## src/rtl/nn_layer_sequencer_pkg.sv

```systemverilog
// nn_pkg: shared constants, state encoding and MAC-term
// bundle for the three-layer MAC sequencer.
package nn_pkg;
   localparam int N_IN    = 784;
   localparam int N_H1    = 30;
   localparam int N_H2    = 15;
   localparam int N_OUT   = 10;
   localparam int D_BASE1 = 0;
   localparam int D_BASE2 = N_IN;
   localparam int D_BASE3 = N_IN + N_H1;
   localparam int N_WORDS = N_IN + N_H1 + N_H2;
   localparam int IDX_W   = 10;

   // Issue and drain states alternate so "next" is state+1.
   typedef enum logic [2:0] {
      S_IDLE,
      S_L1,
      S_DRAIN1,
      S_L2,
      S_DRAIN2,
      S_L3,
      S_DRAIN3,
      S_DONE
   } seq_state_e;

   typedef logic [1:0] layer_t;
   localparam layer_t LAYER_NONE = 2'd0;
   localparam layer_t LAYER1     = 2'd1;
   localparam layer_t LAYER2     = 2'd2;
   localparam layer_t LAYER3     = 2'd3;

   typedef struct packed {
      logic             valid;
      logic             first;
      layer_t           layer;
      logic [IDX_W-1:0] idx;
   } mac_term_t;

   function automatic layer_t state_layer(seq_state_e s);
      layer_t l;
      unique case (s)
         S_L1, S_DRAIN1: l = LAYER1;
         S_L2, S_DRAIN2: l = LAYER2;
         S_L3, S_DRAIN3: l = LAYER3;
         default:        l = LAYER_NONE;
      endcase
      return l;
   endfunction
endpackage

```

## src/rtl/nn_layer_sequencer_if.sv

```systemverilog
// Handshake, weight-read and MAC-control bundle between the
// sequencer (master) and the datapath/top level (slave).
interface nn_layer_sequencer_if #(
   parameter int ADDR_W = 10
);
   import nn_pkg::*;

   logic              start;
   logic              hold;
   logic              busy;
   logic              done;
   logic              result_valid;
   logic              w_rd;
   logic [ADDR_W-1:0] w_addr;
   logic              mac_en;
   logic              mac_first;
   layer_t            mac_layer;
   logic [IDX_W-1:0]  mac_idx;
   logic              act_latch;
   layer_t            act_layer;

   modport master (
      input  start, hold,
      output busy, done, result_valid,
      output w_rd, w_addr,
      output mac_en, mac_first, mac_layer, mac_idx,
      output act_latch, act_layer
   );

   modport slave (
      output start, hold,
      input  busy, done, result_valid,
      input  w_rd, w_addr,
      input  mac_en, mac_first, mac_layer, mac_idx,
      input  act_latch, act_layer
   );
endinterface

```

## src/rtl/nn_layer_sequencer_delay_pipe.sv

```systemverilog
// Fixed-depth shift register with synchronous active-low clear;
// aligns issue-stage controls to weight-memory read data.
module nn_delay_pipe #(
   parameter int WIDTH = 1,
   parameter int DEPTH = 1
) (
   input  logic             clk_i,
   input  logic             clr_ni,
   input  logic [WIDTH-1:0] d_i,
   output logic [WIDTH-1:0] q_o
);
   logic [WIDTH-1:0] pipe_q [DEPTH];

   always_ff @(posedge clk_i) begin
      if (!clr_ni) begin
         for (int i = 0; i < DEPTH; i++) begin
            pipe_q[i] <= '0;
         end
      end else begin
         pipe_q[0] <= d_i;
         for (int i = 1; i < DEPTH; i++) begin
            pipe_q[i] <= pipe_q[i-1];
         end
      end
   end

   assign q_o = pipe_q[DEPTH-1];
endmodule

```

## src/rtl/nn_layer_sequencer.sv

```systemverilog
// Sequencer for the shared 784->30->15->10 MAC datapath:
// issues weight reads, aligns MAC controls, drains and latches.
module nn_layer_sequencer #(
   parameter int N_IN    = nn_pkg::N_IN,
   parameter int N_H1    = nn_pkg::N_H1,
   parameter int N_H2    = nn_pkg::N_H2,
   parameter int RD_LAT  = 1,
   parameter int MAC_LAT = 1,
   parameter int ADDR_W  = 10
) (
   input logic                  Clk,
   input logic                  Rst,
   nn_layer_sequencer_if.master bus
);
   import nn_pkg::*;

   localparam int D = RD_LAT + MAC_LAT;
   localparam logic [IDX_W-1:0] D_LAST = IDX_W'(D - 1);

   seq_state_e        state_q, state_d;
   logic [IDX_W-1:0]  cnt_q, cnt_d;
   logic              rv_q, rv_d;
   layer_t            layer;
   logic [ADDR_W-1:0] base;
   logic [IDX_W-1:0]  last;
   logic              issuing;
   logic              rd;
   mac_term_t         issue, mac;

   always_ff @(posedge Clk) begin
      if (!Rst) begin
         state_q <= S_IDLE;
         cnt_q   <= '0;
         rv_q    <= 1'b0;
      end else begin
         state_q <= state_d;
         cnt_q   <= cnt_d;
         rv_q    <= rv_d;
      end
   end

   assign layer   = state_layer(state_q);
   assign issuing = state_q inside {S_L1, S_L2, S_L3};

   always_comb begin
      base = '0;
      last = '0;
      unique case (layer)
         LAYER1: last = IDX_W'(N_IN - 1);
         LAYER2: begin
            base = ADDR_W'(N_IN);
            last = IDX_W'(N_H1 - 1);
         end
         LAYER3: begin
            base = ADDR_W'(N_IN + N_H1);
            last = IDX_W'(N_H2 - 1);
         end
         default: ;
      endcase
   end

   always_comb begin
      state_d       = state_q;
      cnt_d         = cnt_q;
      rv_d          = rv_q;
      rd            = 1'b0;
      bus.act_latch = 1'b0;
      bus.act_layer = LAYER_NONE;
      unique case (state_q)
         S_IDLE: begin
            if (bus.start) begin
               state_d = S_L1;
               cnt_d   = '0;
               rv_d    = 1'b0;
            end
         end
         S_L1, S_L2, S_L3: begin
            rd = !bus.hold;
            if (rd && cnt_q == last) begin
               cnt_d   = '0;
               state_d = seq_state_e'(state_q + 3'd1);
            end else if (rd) begin
               cnt_d = cnt_q + 1'b1;
            end
         end
         S_DRAIN1, S_DRAIN2, S_DRAIN3: begin
            cnt_d = cnt_q + 1'b1;
            if (cnt_q == D_LAST) begin
               cnt_d         = '0;
               bus.act_latch = 1'b1;
               bus.act_layer = layer;
               state_d       = seq_state_e'(state_q + 3'd1);
            end
         end
         S_DONE: begin
            rv_d    = 1'b1;
            state_d = S_IDLE;
         end
         default: state_d = S_IDLE;
      endcase
   end

   // Bubbles carry all-zero controls, not just valid=0.
   assign issue = '{
      valid: rd,
      first: rd && (cnt_q == '0),
      layer: rd ? layer : LAYER_NONE,
      idx:   rd ? cnt_q : '0
   };

   nn_delay_pipe #(
      .WIDTH($bits(mac_term_t)),
      .DEPTH(RD_LAT)
   ) u_pipe (
      .clk_i (Clk),
      .clr_ni(Rst),
      .d_i   (issue),
      .q_o   (mac)
   );

   assign bus.busy         = (state_q != S_IDLE);
   assign bus.done         = (state_q == S_DONE);
   assign bus.result_valid = rv_q | bus.done;
   assign bus.w_rd         = rd;
   assign bus.w_addr       = issuing ? base + ADDR_W'(cnt_q) : '0;
   assign bus.mac_en       = mac.valid;
   assign bus.mac_first    = mac.first;
   assign bus.mac_layer    = mac.layer;
   assign bus.mac_idx      = mac.idx;
endmodule

```

## src/flat_wrapper.sv

```systemverilog
// flat-port wrapper written by rule: the top's interface ports become plain ports
module nn_layer_sequencer_flat import nn_pkg::*;
#(
   parameter int N_IN    = nn_pkg::N_IN,
   parameter int N_H1    = nn_pkg::N_H1,
   parameter int N_H2    = nn_pkg::N_H2,
   parameter int RD_LAT  = 1,
   parameter int MAC_LAT = 1,
   parameter int ADDR_W  = 10
)
  (Clk, Rst, bus_start, bus_hold, bus_busy, bus_done, bus_result_valid, bus_w_rd, bus_w_addr, bus_mac_en, bus_mac_first, bus_mac_layer, bus_mac_idx, bus_act_latch, bus_act_layer);
  nn_layer_sequencer_if #(.ADDR_W(ADDR_W)) bus_i ();
  input logic Clk;
  input logic Rst;
  input wire logic [$bits(bus_i.start)-1:0] bus_start;
  input wire logic [$bits(bus_i.hold)-1:0] bus_hold;
  output wire logic [$bits(bus_i.busy)-1:0] bus_busy;
  output wire logic [$bits(bus_i.done)-1:0] bus_done;
  output wire logic [$bits(bus_i.result_valid)-1:0] bus_result_valid;
  output wire logic [$bits(bus_i.w_rd)-1:0] bus_w_rd;
  output wire logic [$bits(bus_i.w_addr)-1:0] bus_w_addr;
  output wire logic [$bits(bus_i.mac_en)-1:0] bus_mac_en;
  output wire logic [$bits(bus_i.mac_first)-1:0] bus_mac_first;
  output wire logic [$bits(bus_i.mac_layer)-1:0] bus_mac_layer;
  output wire logic [$bits(bus_i.mac_idx)-1:0] bus_mac_idx;
  output wire logic [$bits(bus_i.act_latch)-1:0] bus_act_latch;
  output wire logic [$bits(bus_i.act_layer)-1:0] bus_act_layer;
  assign bus_i.start = bus_start;
  assign bus_i.hold = bus_hold;
  assign bus_busy = bus_i.busy;
  assign bus_done = bus_i.done;
  assign bus_result_valid = bus_i.result_valid;
  assign bus_w_rd = bus_i.w_rd;
  assign bus_w_addr = bus_i.w_addr;
  assign bus_mac_en = bus_i.mac_en;
  assign bus_mac_first = bus_i.mac_first;
  assign bus_mac_layer = bus_i.mac_layer;
  assign bus_mac_idx = bus_i.mac_idx;
  assign bus_act_latch = bus_i.act_latch;
  assign bus_act_layer = bus_i.act_layer;
  nn_layer_sequencer #(.N_IN(N_IN), .N_H1(N_H1), .N_H2(N_H2), .RD_LAT(RD_LAT), .MAC_LAT(MAC_LAT), .ADDR_W(ADDR_W)) u_core (.Clk(Clk), .Rst(Rst), .bus(bus_i));
endmodule
```

## config.mk

```make
export PLATFORM = sky130hd
export DESIGN_NAME = nn_layer_sequencer_flat
export DESIGN_NICKNAME = d
export VERILOG_FILES = /design/src/rtl/nn_layer_sequencer_pkg.sv /design/src/rtl/nn_layer_sequencer_if.sv /design/src/rtl/nn_layer_sequencer_delay_pipe.sv /design/src/rtl/nn_layer_sequencer.sv /design/src/flat_wrapper.sv
export SDC_FILE = /design/constraint.sdc
export NUM_CORES = 1
export LEC_CHECK = 0
export BUFFER_PORTS_ARGS = -buffer_cell sky130_fd_sc_hd__clkbuf_2
export CAP_MARGIN = 25
export CORE_UTILIZATION = 59
export DETAILED_ROUTE_END_ITERATION = 16
export HOLD_SLACK_MARGIN = 0.08
export PLACE_DENSITY = 0.89
export REMOVE_ABC_BUFFERS = 1
export SYNTH_ARGS = -nofsm -noshare
export SYNTH_HDL_FRONTEND = slang
export SYNTH_SLANG_ARGS = --single-unit
```

## constraint.sdc

```tcl
create_clock -name Clk -period 5 [get_ports Clk]
set_input_delay 0.5 -clock Clk [delete_from_list [all_inputs] [get_ports Clk]]
set_output_delay 0.5 -clock Clk [all_outputs]
set_load 0.01 [all_outputs]
```

[Word-level counts from Yosys, hierarchy flattened]
Memory sizes are Yosys's and may differ from the RTL's.
Index checks and enable logic that the tools add are counted.
Word-level totals
  flip-flop bits (word level): 14
  memories kept: 1
  input port bits: 4
  RAM bits: 14
  word-level logic and storage cells: 68
Operators by class
  equal/unequal tests: 16
  add/sub/neg operators: 3
  reduce and logical (&&, ||, !) cells: 18
  bitwise gates (word level): 1
  mux-type cells: 26
Memories
  u_core.u_pipe.pipe_q: words 1, width 14, rd ports 1, clocked after memory_dff 0, wr ports 1, line nn_layer_sequencer_delay_pipe.sv:12  | logic [WIDTH-1:0] pipe_q [DEPTH];
Operator list (number)
  two-way mux 10 bit: 6
  one-hot mux 10 bit (3 select lines): 2
  one-hot mux 10 bit (2 select lines): 1
  two-way mux 14 bit: 1
  OR reduction 14 bit: 1
  == test 3 bit (second input constant): 4
  one-hot mux 3 bit (4 select lines): 1
  adder 10 x 1 -> 10 bit (second input constant): 1
  adder 10 bit: 1
  == test 10 x 1 -> 1 bit (second input constant): 1
  == test 10 bit: 1
  logical NOT 10 bit: 1
  two-way mux 3 bit: 3
  nonzero test 3 bit: 3
  two-way mux 1 bit: 7
  == test 3 x 2 -> 1 bit (second input constant): 2
  two-way mux 2 bit: 3
  one-hot mux 2 bit (3 select lines): 1
  AND reduction 3 bit: 2
  OR reduction 2 bit: 3
  OR reduction 3 bit: 2
  == test 2 bit (second input constant): 2
  != test 2 x 1 -> 1 bit (second input constant): 2
  adder 3 x 1 -> 3 bit (second input constant): 1
  other kinds (11): 12

[Logic depth before layout (Yosys ltp)]
Gate-level depths: netlist of the first run.
  depth after elaboration: 9
  mapped depth: 13
  mapped depth without buffers: 12

[Hierarchy]
Synthesis of the first run repeated with hierarchy kept, for this count alone.
Second synthesis, totals
  cells, all modules: 227
  area, all modules: 1899.3 um^2
Modules (own cells, without submodules)
  nn_layer_sequencer: sequential area each 280.3 um^2, times used 1, area each 1507.7 um^2, cells an instance 198
  nn_delay_pipe: sequential area each 280.3 um^2, times used 1, area each 391.6 um^2, cells an instance 29

[Worst setup path before layout of the first run]
No wires, ideal clock.
  path kind: register to output
  from: register u_core.state_q[0]
  to: output port bus_w_addr[7]
  data required time: 4.500 ns
  path slack: 1.570 ns
  path buffers: 1
  arrival: 2.930 ns
  cell stages (with the launch flop): 14
  path through: dfxtp_1 -> inv_1 -> ha_1 -> nor3_1 -> a21oi_1 -> ha_1 -> buf_2 -> xor2_1 -> ha_1 -> a21boi_0 -> o21a_1 -> o21ai_0 -> mux2_2 -> a311oi_1
On the way
  cells in the longest elaborated chain, start to end: 7
  elaborated cells on any way between the ends: 16
Ends and longest elaborated chain
  from (decl): line nn_layer_sequencer.sv:20  | seq_state_e state_q, state_d;
  from (signal assigned): line nn_layer_sequencer.sv:36  | state_q <= state_d;
  == test 3 bit, or another cell as far along: line nn_layer_sequencer_pkg.sv:41  | unique case (s)
  OR reduction 2 bit: line nn_layer_sequencer_pkg.sv:41
  one-hot mux 2 bit (3 select lines) *: line nn_layer_sequencer_pkg.sv:41
  named net u_core.layer[1]: line nn_layer_sequencer.sv:23  | layer_t layer;
  == test 2 bit: line nn_layer_sequencer.sv:48  | unique case (layer)
  one-hot mux 10 bit (2 select lines) *: line nn_layer_sequencer.sv:48
  adder 10 bit *: line nn_layer_sequencer.sv:125  | assign bus.w_addr = issuing ? base + ADDR_W'(cnt_q) : '0;
  two-way mux 10 bit *: line nn_layer_sequencer.sv:125
  to (decl): line flat_wrapper.sv:21  | output wire logic [$bits(bus_i.w_addr)-1:0] bus_w_addr;
Mark *: on every way through the listed nets, which the timed path passes. The rest lies on a longest branch.

[Worst setup path after layout of the first run]
Same ends and word-level chain as after synthesis.

==> summary.md, run 1 <==
| Metric | Value |
|---|---|
| Chip Height | `58.36 um` |
| Die Footprint | `3406 um2` |
| Post-route worst setup slack | `0.6233 ns` |
| DR vias/cell | `6.021` |
| Cell area after placement | `2022 um2` |
| Critical Path Sink Type | `primary output` |
| Setup crit start kind | `flop` |
| DR WL/cell | `14.42 um` |
| Post-Syn Area | `1874 um2` |
| Wire length of the first global-routing pass | `7.003 mm` |
| Total Negative Setup Slacks | `0 ns` |
| CP Data Arrival Time | `3.88 ns` |
| Number of synthesized flops with an enable pin | `0` |
| Synth area leaders | `dfxtp_1 (30%), ha_1 (11%), and3_1 (4.7%)` |
| Number of buffers inserted to repair setup after CTS | `0` |
| Total half-perimeter wirelength after legalization and detailed placement | `3.139 mm` |
| Cts-stage hold buffer count | `0` |
| Commonest non-fill, non-tap cell in the layout | `clkbuf_2` |
| Chip width | `58.36 um` |
| Boundary pin count | `35` |
| Top cell type by total area after synthesis | `dfxtp_1` |
| Count of H-tree levels built during CTS | `1` |
| CTS Buf Count | `3` |
| Standard-cell row count | `20` |
| Headroom to the max-slew limit | `0.3404` |
| Result of the run | `finished, final reports clean` |
| Setup repair after global routing missed its margin | `false` |
| Number of pins exceeding their max-slew limit in the final report | `0` |
| Mean instance size in the synthesized netlist | `8.293 um2` |
| Count of final hold-check violations | `0` |
| Number of DRC violations after detailed-routing iteration 0 | `96` |
| Clock root buffer master | `clkbuf_4` |
| Leftover overflow at the end of global routing | `0` |
| Worst ir drop on vdd | `0.3324 mV` |
| Count of synthesis-stage warnings from yosys | `0` |
| Input/output buffers | `34` |
| Sequential element share of the synthesized area | `0.2991` |
| Max-cap viol count | `0` |
| Fin nets | `269` |
| Most used cells in the layout excluding fill and tap cells | `clkbuf_2 (34), dfxtp_1 (28), nand2_1 (19)` |
| Weighted congestion at the end of routability-driven global placement | `0.8754` |
| Worst-case clock skew | `0.01171 ns` |
| Diodes inserted | `0` |
| Area Growth Syn to Fin | `9.813%` |
| Number of global-route vias before repair | `1544` |
| Classification of the worst setup path | `reg2out` |
| Post-synthesis cell type count | `49` |
| Starting density of the core | `0.6190` |
| Maximum number of pins on one net before global-route repair | `35` |
| Clock tree from TritonCTS | `built` |
| Post-layout minimum cycle time | `4.377 ns` |
| Flip-flop and latch count after synthesis | `28` |
| Least-Margin Pin Slew | `0.9765 ns` |
| Total setup violations reported at the end of the flow | `0` |
| Initial antenna violation count | `0` |
| Number of iterations in the first detailed-routing pass | `4` |
| Clock-pin slew on the worst setup and hold paths | `0.14 ns` |
| Area share of the largest cell type after synthesis | `0.2991` |
| Required time at the worst-slack endpoint | `4.50 ns` |
| Post-Synthesis Cells | `226` |
| Hold Crit Class | `in2reg` |
| Final period utilization | `0.8753` |
| Quantity of gates resized following cts | `0` |
| Deepest clock path buffer count | `2` |
| Clock sink count | `28` |
| Async SR Flop Fraction | `0` |
| Maximum clock frequency | `228.5 MHz` |
| Leak Pwr | `0.8853 nW` |
| Post-detailed-route DRC marker count | `0` |
| Final instance area | `2058 um2` |
| Worst-Skew Late Latency | `0.32 ns` |
| Crit path max fanout | `10` |
| Routed wire length | `4.197 mm` |
| Share of final-layout standard cells stronger than drive strength 1 | `0.1984` |
| All-layer global routing usage | `0.2655` |
| Predominant post-synthesis flop cell | `dfxtp_1` |
| Antenna-violating nets left | `0` |
| Via count | `1752` |
| Worst setup slack before clock tree synthesis | `1.088 ns` |
| Power density normalized to cell area | `362.1 nW/um2` |
| Placeable Area | `3028 um2` |
## critical path, cell delays in order (launching register included)
cell and delay, ns:
dfxtp_1 0.39, inv_1 0.12, ha_1 0.25, nor3_1 0.07, a21oi_1 0.46, ha_1 0.51
xor2_1 0.12, ha_1 0.24, a21boi_0 0.14, o21a_1 0.24, o21ai_0 0.19, mux2_2 0.36
a311oi_1 0.27, clkbuf_2 0.18
## report_power, final
group / total (mW) / switching [mW] / internal (mW)
clock: 0.105 / 0.0605 / 0.0445
combinational: 0.378 / 0.242 / 0.136
sequential: 0.263 / 0.0238 / 0.239
## cells in the mapped netlist (6+ instances only)
master	number
nand2_1	19
clkbuf_1	10
xnor2_1	9
a21oi_1	8
nor2_1	16
o311ai_0	6
ha_1	17
nand3_1	9
inv_1	8
o2111ai_1	7
and3_1	14
dfxtp_1	28
o21ai_0	11
## flip-flops by register name, indices dropped and copies added, names as in the netlist
register and count:
u_core.cnt_q 10, u_core.rv_q 1, u_core.state_q 3, u_core.u_pipe.pipe_q 14
## cell families after synthesis
group / count (synthesis) / synth area share
mux: 3 / 0.01669
buf+inv: 25 / 0.05741
flops: 28 / 0.2991
fa+ha+maj: 17 / 0.1135
compound gates: 53 / 0.2056
simple gates: 88 / 0.2517
xor+xnor: 12 / 0.05608
## stage by stage
| step | utilization | std cells | hold slack [ns] | total power, mW |
|---|---|---|---|---|
| 6_report | 0.6798 | 291 | 0.5382 | 0.7452 |
| 5_1_grt | 0.6798 | 291 | 0.5183 | 0.8029 |
| 4_1_cts | 0.6798 | 291 | 0.5259 | 0.7465 |
| 3_5_place_dp | 0.6678 | 287 | 0.5114 | 0.6394 |
| 3_3_place_gp | 0.6678 | 287 | 0.5066 | 0.6253 |
| 2_1_floorplan | - | 209 | 0.4867 | 0.5414 |
## final cells by class
type | count | area, um2
Tap cell | 44 | 55.05
Sequential cell | 28 | 560.5
Inverter | 8 | 30.03
Clock buffer | 4 | 36.28
Fill cell | 260 | 969.7
Timing Repair Buffer | 34 | 170.2
Multi-Input combinational cell | 173 | 1206
## routing by layer
layer  global-route usage  part of all wire  routed length, um
met4               0.1122             0.022                 91
met1               0.3264              0.43               1787
met2               0.4581              0.49               2075
met3              0.04615             0.058                242
met5                    0                 0                  0
## final timing paths
path,start,endpoint,slack (ns),depth (start not counted)
worst max register to register,u_core.state_q[0]$_SDFFE_PN0P_,u_core.cnt_q[7]$_SDFFE_PN0P_,1.36,11
worst max-delay path,u_core.state_q[0]$_SDFFE_PN0P_,bus_w_addr[7],0.62,13
worst min register to register,u_core.state_q[0]$_SDFFE_PN0P_,u_core.state_q[0]$_SDFFE_PN0P_,0.55,2
worst min-delay path,bus_start,u_core.rv_q$_SDFFE_PN0P_,0.54,3
No activity file was read; power rests on OpenSTA's default activity.
==> run 2: changes to the inputs <==
CORE_UTILIZATION = 50   (was 59)
MAX_ROUTING_LAYER = met4   (was not set)
PLACE_DENSITY = 0.81   (was 0.89)
clock period = 3.9 ns   (was 5 ns; I/O delays follow)
==> summary.md, run 2 (same netlist as run 1, synthesis figures left out) <==
| Metric | Value |
|---|---|
| Worst-Skew Late Latency | `0.28 ns` |
| Chip Height | `63.23 um` |
| Register bank with the most flops | `u_core.u_pipe.pipe_q` |
| Crit path max fanout | `6` |
| CP Data Arrival Time | `3.27 ns` |
| DR vias/cell | `5.914` |
| Ordered cell list for the critical path | `inv_1, ha_1, nor3_1, a21oi_1, ha_1, xor2_1, ha_1, o21ai_0, o22ai_1, o21ai_1, mux2_2, a311oi_2, clkbuf_2` |
| Finished Layout Cells | `301` |
| Number of flip-flops in the largest register | `14` |
| Boundary pin count | `35` |
| Most used cells in the layout excluding fill and tap cells | `clkbuf_2 (34), dfxtp_1 (26), nand2_1 (19)` |
| Post-detailed-route DRC marker count | `0` |
| Number of global-route vias before repair | `1574` |
| Largest registers ranked by flip-flop count | `u_core.u_pipe.pipe_q: 14 flops, u_core.cnt_q: 10 flops, u_core.state_q: 3 flops` |
| Clock root buffer master | `clkbuf_8` |
| Antenna-violating nets left | `0` |
| Number of iterations in the first detailed-routing pass | `4` |
| Required time at the worst-slack endpoint | `3.51 ns` |
| Leak Pwr | `0.9407 nW` |
| Worst ir drop on vdd | `0.2963 mV` |
| Maximum clock frequency | `273.3 MHz` |
| Deepest clock path buffer count | `2` |
| Placeable Area | `3468 um2` |
| Clock-pin slew on the worst setup and hold paths | `0.10 ns` |
| Max-cap viol count | `0` |
| Via count | `1780` |
| Routed wire length | `4.379 mm` |
| Commonest non-fill, non-tap cell in the layout | `clkbuf_2` |
| Result of the run | `finished, final reports clean` |
| Power density normalized to cell area | `501.4 nW/um2` |
| Starting density of the core | `0.5404` |
| Total half-perimeter wirelength after legalization and detailed placement | `3.147 mm` |
| Largest incremental delay on the critical path | `0.38 ns` |
| Worst-case clock skew | `0.006122 ns` |
| Clock sink count | `28` |
| Input/output buffers | `34` |
| Cell area after placement | `2062 um2` |
| Chip width | `63.23 um` |
| Cts-stage hold buffer count | `0` |
| Number of pins exceeding their max-slew limit in the final report | `0` |
| Classification of the worst setup path | `reg2out` |
| Most common cell type on the critical path | `ha_1` |
| Number of DRC violations after detailed-routing iteration 0 | `126` |
| Hold Crit Class | `in2reg` |
| Diodes inserted | `0` |
| Leftover overflow at the end of global routing | `0` |
| All-layer global routing usage | `0.2282` |
| Area Growth Syn to Fin | `15.62%` |
| Critical Path Sink Type | `primary output` |
| Weighted congestion at the end of routability-driven global placement | `0.8601` |
| Maximum number of pins on one net before global-route repair | `35` |
| Total Negative Setup Slacks | `0 ns` |
| Fin nets | `277` |
| Initial antenna violation count | `0` |
| Count of final hold-check violations | `0` |
| Setup crit start kind | `flop` |
| Slowest cell on the critical path | `dfxtp_2` |
| DR WL/cell | `14.55 um` |
| Final instance area | `2167 um2` |
| Share of final-layout standard cells stronger than drive strength 1 | `0.2392` |
| DP Cell Count | `294` |
| Post-layout minimum cycle time | `3.658 ns` |
| Headroom to the max-slew limit | `0.3604` |
| Wire length of the first global-routing pass | `7.141 mm` |
| Setup repair after global routing missed its margin | `false` |
| Total setup violations reported at the end of the flow | `0` |
| Count of H-tree levels built during CTS | `1` |
| Final period utilization | `0.9380` |
| Least-Margin Pin Slew | `0.9593 ns` |
| Clock tree from TritonCTS | `built` |
| Die Footprint | `3997 um2` |
| Standard-cell row count | `21` |
| CTS Buf Count | `3` |
| Tightest hold margin | `0.4630 ns` |
run 2: per-layer routing:
metal,GRT usage,share of wire
met1,0.2784,0.45
met2,0.3750,0.49
met3,0.04710,0.052
met4,0.07386,0.011
met5,-,0
run 2: critical path, delay by kind of cell, from the launching register on:
kind            cells  cell delay (ns)
simple gates        1             0.18
mux                 1             0.35
xor+xnor            1             0.15
flops               1             0.38
fa+ha+maj           3             0.74
buf+inv             2             0.26
compound gates      5             0.92
run 2: area by class of cell:
type,count,area [um2]
clock buffer,3,41.29
clock inverter,1,30.03
fill,299,1301
inverter,8,30.03
multi-input combinational,173,1215
sequential,28,563.0
tap,46,57.56
timing repair buffer,42,230.2
run 2: path summary, 6_finish.rpt:
kind,start,end,slack [ns],cells past startpoint
setup / recovery,u_core.state_q[0]$_SDFFE_PN0P_,bus_w_addr[7],0.24,13
hold / removal,bus_start,u_core.rv_q$_SDFFE_PN0P_,0.46,3
setup reg to reg,u_core.state_q[0]$_SDFFE_PN0P_,u_core.cnt_q[4]$_SDFFE_PN0P_,0.55,12
hold reg to reg,u_core.state_q[0]$_SDFFE_PN0P_,u_core.state_q[0]$_SDFFE_PN0P_,0.50,2
run 2: power by group:
group	internal [mW]	switching (mW)	total (mW)
Sequential	0.308	0.0285	0.336
Clock	0.138	0.0928	0.230
Combinational	0.197	0.323	0.520
run 2: what timing repair did:
item / in CTS / in global routing
gates resized for setup: 0 / 5
setup endpoints to repair: 0 / 1
setup buffers: 0 / 3
run 2: stage by stage:
stage	total power, mW	util	setup WS [ns]
4_1_cts	1.074	0.6151	0.007883
3_5_place_dp	0.8449	0.5945	0.3431
5_1_grt	1.150	0.6248	0.01121
6_report	1.087	0.6248	0.2416
3_3_place_gp	0.8315	0.5945	0.4614
2_1_floorplan	0.6941	-	0.5627
